==> config.mk <==
export PLATFORM = sky130hd
export DESIGN_NAME = spi_regif_burst
export DESIGN_NICKNAME = d
export VERILOG_FILES = /design/src/rtl/spi_regif_burst.sv
export SDC_FILE = /design/constraint.sdc
export NUM_CORES = 1
export LEC_CHECK = 0
export ABC_AREA = 1
export BUFFER_PORTS_ARGS = -buffer_cell sky130_fd_sc_hd__buf_4
export CORE_ASPECT_RATIO = 1.2
export CORE_UTILIZATION = 45
export CTS_BUF_LIST = sky130_fd_sc_hd__clkbuf_4 sky130_fd_sc_hd__clkbuf_8
export CTS_CLUSTER_DIAMETER = 80
export CTS_CLUSTER_SIZE = 40
export DETAILED_ROUTE_END_ITERATION = 12
export SYNTH_ARGS = -nofsm -noshare
export SYNTH_HDL_FRONTEND = slang
export SYNTH_SLANG_ARGS = --single-unit
==> constraint.sdc <==
create_clock -name clk -period 2 [get_ports clk]
set_input_delay 0.2 -clock clk [delete_from_list [all_inputs] [get_ports clk]]
set_output_delay 0.2 -clock clk [all_outputs]
set_load 0.05 [all_outputs]
==> src/rtl/spi_regif_burst.sv <==
// SPI slave register-access port, oversampled on the system clock.
// Synchronises the SPI pins, decodes a 1+ADDR_W bit command word and then
// streams DATA_W bit data words to or from the register file, with optional
// address auto-increment, read prefetch and frame-error reporting.
module spi_regif_burst #(
  parameter int ADDR_W      = 7,
  parameter int DATA_W      = 8,
  parameter int CPOL        = 0,
  parameter int CPHA        = 1,
  parameter int SYNC_STAGES = 2,
  parameter int AUTO_INC    = 1
) (
  input  logic              clk,
  input  logic              rst_n,
  input  logic              sclk,
  input  logic              mosi,
  input  logic              cs,
  output logic              miso,
  output logic              miso_oe,
  output logic [ADDR_W-1:0] addr_reg,
  output logic [DATA_W-1:0] data_wr,
  output logic              wr_en,
  output logic              rd_en,
  input  logic [DATA_W-1:0] data_rd_i,
  output logic              frame_err
);

  localparam int CMD_W = ADDR_W + 1;
  localparam int RX_W  = (CMD_W > DATA_W) ? CMD_W : DATA_W;
  localparam int CNT_W = $clog2(RX_W + 1);

  typedef enum logic [1:0] {
    IDLE,
    CMD,
    WDATA,
    RDATA
  } state_t;

  state_t state;

  logic [SYNC_STAGES-1:0] sclk_sync;
  logic [SYNC_STAGES-1:0] mosi_sync;
  logic [SYNC_STAGES-1:0] cs_sync;
  logic                   sclk_d;
  logic                   cs_d;

  logic [CNT_W-1:0]  bit_cnt;
  logic [RX_W-1:0]   rx_shift;
  logic [DATA_W-1:0] tx_shift;
  logic              tx_armed;
  logic              ld_wait;
  logic              inc_pend;

  logic              sclk_s;
  logic              mosi_s;
  logic              cs_s;
  logic              sclk_rise;
  logic              sclk_fall;
  logic              lead_edge;
  logic              trail_edge;
  logic              sample_edge;
  logic              shift_edge;
  logic              cs_fall;
  logic [RX_W-1:0]   next_rx;
  logic              last_cmd_bit;
  logic              last_data_bit;

  assign sclk_s = sclk_sync[SYNC_STAGES-1];
  assign mosi_s = mosi_sync[SYNC_STAGES-1];
  assign cs_s   = cs_sync[SYNC_STAGES-1];

  assign sclk_rise   = sclk_s & ~sclk_d;
  assign sclk_fall   = ~sclk_s & sclk_d;
  assign lead_edge   = (CPOL != 0) ? sclk_fall : sclk_rise;
  assign trail_edge  = (CPOL != 0) ? sclk_rise : sclk_fall;
  assign sample_edge = (CPHA != 0) ? trail_edge : lead_edge;
  assign shift_edge  = (CPHA != 0) ? lead_edge : trail_edge;
  assign cs_fall     = ~cs_s & cs_d;

  assign next_rx       = {rx_shift[RX_W-2:0], mosi_s};
  assign last_cmd_bit  = (bit_cnt == CNT_W'(CMD_W - 1));
  assign last_data_bit = (bit_cnt == CNT_W'(DATA_W - 1));

  // The tx MSB is only presented once armed and only during a read frame.
  assign miso = (state == RDATA) & tx_armed & tx_shift[DATA_W-1];

  // Bring the asynchronous pins into the clk domain and keep one-clk-old copies for edge detection.
  always_ff @(posedge clk or negedge rst_n) begin
    if (!rst_n) begin
      sclk_sync <= '0;
      mosi_sync <= '0;
      cs_sync   <= '1;
      sclk_d    <= 1'b0;
      cs_d      <= 1'b1;
    end else begin
      sclk_sync <= {sclk_sync[SYNC_STAGES-2:0], sclk};
      mosi_sync <= {mosi_sync[SYNC_STAGES-2:0], mosi};
      cs_sync   <= {cs_sync[SYNC_STAGES-2:0], cs};
      sclk_d    <= sclk_s;
      cs_d      <= cs_s;
    end
  end

  // Frame FSM: command decode, write/read data words, strobes and abort handling.
  always_ff @(posedge clk or negedge rst_n) begin
    if (!rst_n) begin
      state     <= IDLE;
      bit_cnt   <= '0;
      rx_shift  <= '0;
      tx_shift  <= '0;
      tx_armed  <= 1'b0;
      ld_wait   <= 1'b0;
      inc_pend  <= 1'b0;
      addr_reg  <= '0;
      data_wr   <= '0;
      wr_en     <= 1'b0;
      rd_en     <= 1'b0;
      frame_err <= 1'b0;
      miso_oe   <= 1'b0;
    end else begin
      wr_en     <= 1'b0;
      rd_en     <= 1'b0;
      frame_err <= 1'b0;
      ld_wait   <= 1'b0;
      inc_pend  <= 1'b0;
      miso_oe   <= ~cs_s;
      if (inc_pend) begin
        addr_reg <= addr_reg + ADDR_W'(AUTO_INC);
      end
      if ((state != IDLE) && cs_s) begin
        state     <= IDLE;
        frame_err <= (bit_cnt != '0);
        bit_cnt   <= '0;
        rx_shift  <= '0;
        tx_shift  <= '0;
        tx_armed  <= 1'b0;
        addr_reg  <= '0;
      end else begin
        case (state)
          IDLE: begin
            if (cs_fall) begin
              state    <= CMD;
              bit_cnt  <= '0;
              rx_shift <= '0;
            end
          end
          CMD: begin
            if (sample_edge) begin
              if (last_cmd_bit) begin
                bit_cnt  <= '0;
                rx_shift <= '0;
                addr_reg <= next_rx[ADDR_W-1:0];
                if (next_rx[ADDR_W]) begin
                  state <= RDATA;
                  rd_en <= 1'b1;
                end else begin
                  state <= WDATA;
                end
              end else begin
                bit_cnt  <= bit_cnt + CNT_W'(1);
                rx_shift <= next_rx;
              end
            end
          end
          WDATA: begin
            if (sample_edge) begin
              if (last_data_bit) begin
                data_wr  <= next_rx[DATA_W-1:0];
                wr_en    <= 1'b1;
                inc_pend <= 1'b1;
                bit_cnt  <= '0;
                rx_shift <= '0;
              end else begin
                bit_cnt  <= bit_cnt + CNT_W'(1);
                rx_shift <= next_rx;
              end
            end
          end
          RDATA: begin
            ld_wait <= rd_en;
            if (ld_wait) begin
              tx_shift <= data_rd_i;
              tx_armed <= (CPHA == 0);
            end
            if (sample_edge) begin
              if (last_data_bit) begin
                bit_cnt  <= '0;
                addr_reg <= addr_reg + ADDR_W'(AUTO_INC);
                rd_en    <= 1'b1;
              end else begin
                bit_cnt <= bit_cnt + CNT_W'(1);
              end
            end else if (shift_edge) begin
              if (bit_cnt == '0) begin
                tx_armed <= 1'b1;
              end else begin
                tx_shift <= {tx_shift[DATA_W-2:0], 1'b0};
              end
            end
          end
          default: state <= IDLE;
        endcase
      end
    end
  end

endmodule

==> qor.yml <==
cts:
  htreeDepth: 2
  cts-root-buf: "clkbuf_8"
  cts_num_sinks: 50
  path_clk_slew_ns: 0.09
  clock_latency_ns: 0.30
  tritoncts: "yes"
  numCtsBuffers: 5
  clk_path_buf_depth: 2
finish:
  drive_above_1_share: 0.186
  mostFrequentLayoutCells: "nand2_1, inv_1, dfrtp_1, o21ai_0, buf_4"
  syn2layout_area_growth_pct: 18.2
  multiInputGateArea_um2: 1150
  finalNonFillerCells: 456
  layout_commonest_cell: "nand2_1"
  fill_cells: 553
  biggestRegsByFlops: "data_wr x8, tx_shift x8"
  nNetsFinal: 395
  antenna_cells: 0
  seqCellArea_um2: 1250
  finalCoreUtilization: 0.554
sta:
  fin_ws_ns: 0.183
  fin_skew_ns: 0.00781
  setup_viol_count_final: 0
  fin_crit_sh: 0.909
  final.min_clock_period_ns: 1.82
  worst_pin_slew_ns: 0.638
  fin_tns_setup_ns: 0
  report.final.hold_viol_count: 0
  rsz0062_at_grt: "false"
  fmax_ghz: 0.550
  slew_violations: 0
  slew_headroom: 0.575
synth:
  synthesis.nets: 356
  syn_area_per_cell_um2: 7.96
  synthesis.area_um2: 2670
  synthTopCellsByArea: "dfrtp_1, nand2_1, o21ai_0, inv_1, nand3_1"
  ys_warn_count: 0
  yosysSeqAreaShare: 0.469
  netlist_instances: 336
  yosys.area.top_type_share: 0.440
  synth-seq-cells: 50
  yosys.cell_types.count: 29
  synth_top_area_cell: "dfrtp_1"
worst_hold_path:
  hp-start: "data_rd_i[2]"
  hp-class: "in2reg"
die:
  fp.dieH_um: 86.4
  ios: 33
  num_rows: 30
  start_util: 0.469
  core-area_um2: 5710
  die_area_um2: 6260
  die_w_um: 72.4
drt:
  vias: 2201
  drc_errors: 0
  antenna_left: 0
  firstDrtPassIters: 4
  vias_per_cell: 4.83
  wl_per_cell_um: 12.0
  initialDrtViolationCount: 150
  wl_um: 5470
placed_design:
  dpl.cell_count: 443
  port_buffers: 32
  gp_congestion: 0.824
  post-place-ws_ns: 0.212
  hpwl_um: 3920
status:
  status: "finished, final reports clean"
global_routing:
  antenna_found_initial: 0
  gr-total-overflow: 0
  grt_pass1_wl_um: 9600
  grt_max_degree: 51
  grt_pass1_vias: 2034
  track_usage: 0.198
setup_path:
  crit_fanout: 10
  cp_data_arrival_time_ns: 1.62
  r2r-start: "addr_reg[0]"
  crit_path_start_kind: "flip-flop"
  criticalPathCategory: "reg2out"
  critical_path_required_ns: 1.80
  worstSetupEndpointType: "primary output"
  crit_start: "state[1]"
power:
  p_leak_nw: 1.52
  powerDensity_nw_per_um2: 1200
  irDropWorstVdd_mv: 0.543
run:
  maxCapViolations: 0
[metrics by stage]
stage	power (mW)	hold slack, ns	instance area, µm²
detailed placement	2.99	0.264	2980
global placement	2.99	0.265	2980
CTS	3.74	0.269	3140
global route	4.13	0.305	3160
floorplan	2.59	-0.0956	2680
finish	3.79	0.283	3160
[kinds of logic (layout without fill, tap and decap cells)]
group,count (synthesis),after routing,synth area share
adders and majority gates,7,7,0.0328
buffers and inverters,65,105,0.103
xor gates and xnor gates,2,2,0.00655
and+or+nand+nor,132,132,0.214
DFF,50,50,0.469
AOI/OAI and AO/OA,80,80,0.174
[worst max-delay path: stages (launching register included)]
cell and delay, ns:
dfrtp_1 0.41, ha_2 0.32, inv_1 0.16, nor3_2 0.21
buf_4 0.22
[per-layer routing]
metal | track usage | up-vias | routed length, µm
met5 | 0 | - | 0
met4 | 0.0695 | 0 | 78
met3 | 0.0314 | 7 | 108
met2 | 0.310 | 27 | 2570
met1 | 0.277 | 1008 | 2720
li1 | - | 1159 | -
[power by group]
part / leakage [nW] / internal, mW / switching (mW)
Combinational: 0.803 / 0.633 / 1.14
Sequential: 0.662 / 1.17 / 0.128
Clock: 0.0548 / 0.387 / 0.337
[cell type report]
type,instances,share of cell area
sequential,50,0.397
multi-input combinational,221,0.364
timing repair buffer,41,0.105
inverter,56,0.0669
tap,80,0.0317
clock buffer,6,0.0241
clock inverter,2,0.0119
[timing repair]
item                       4_1_cts  5_1_grt
setup endpoints to repair        1        4
pin swaps                        0        1
hold endpoints to repair        50        0
hold buffers                     4        0
gates resized for setup          1        0
buffers inserted                 0        1
[cells in the mapped netlist, drive strengths merged]
cell type,n
o21ai,56
buf,8
nor2,27
a211oi,1
nor3,3
xnor2,1
clkinv,2
nand4,2
dfrtp,47
o21bai,1
nand2,73
a21oi,12
inv,54
ha,7
nand3,27
xor2,1
clkbuf,1
o22ai,10
dfstp,3
[path summary, 6_finish.rpt]
| kind | end | cells after the start | slack, ns |
|---|---|---|---|
| worst max register to register | addr_reg[6] | 10 | 0.21 |
| worst min register to register | mosi_sync[1] | 0 | 0.35 |
| max in group asynchronous | data_wr[5] | 2 | 1.11 |
| worst min-delay path | tx_shift[2] | 5 | 0.28 |
| worst max-delay path | miso | 4 | 0.18 |
| min in group asynchronous | addr_reg[4] | 2 | 0.44 |
Note: power is estimated with default switching activity, not from simulation.
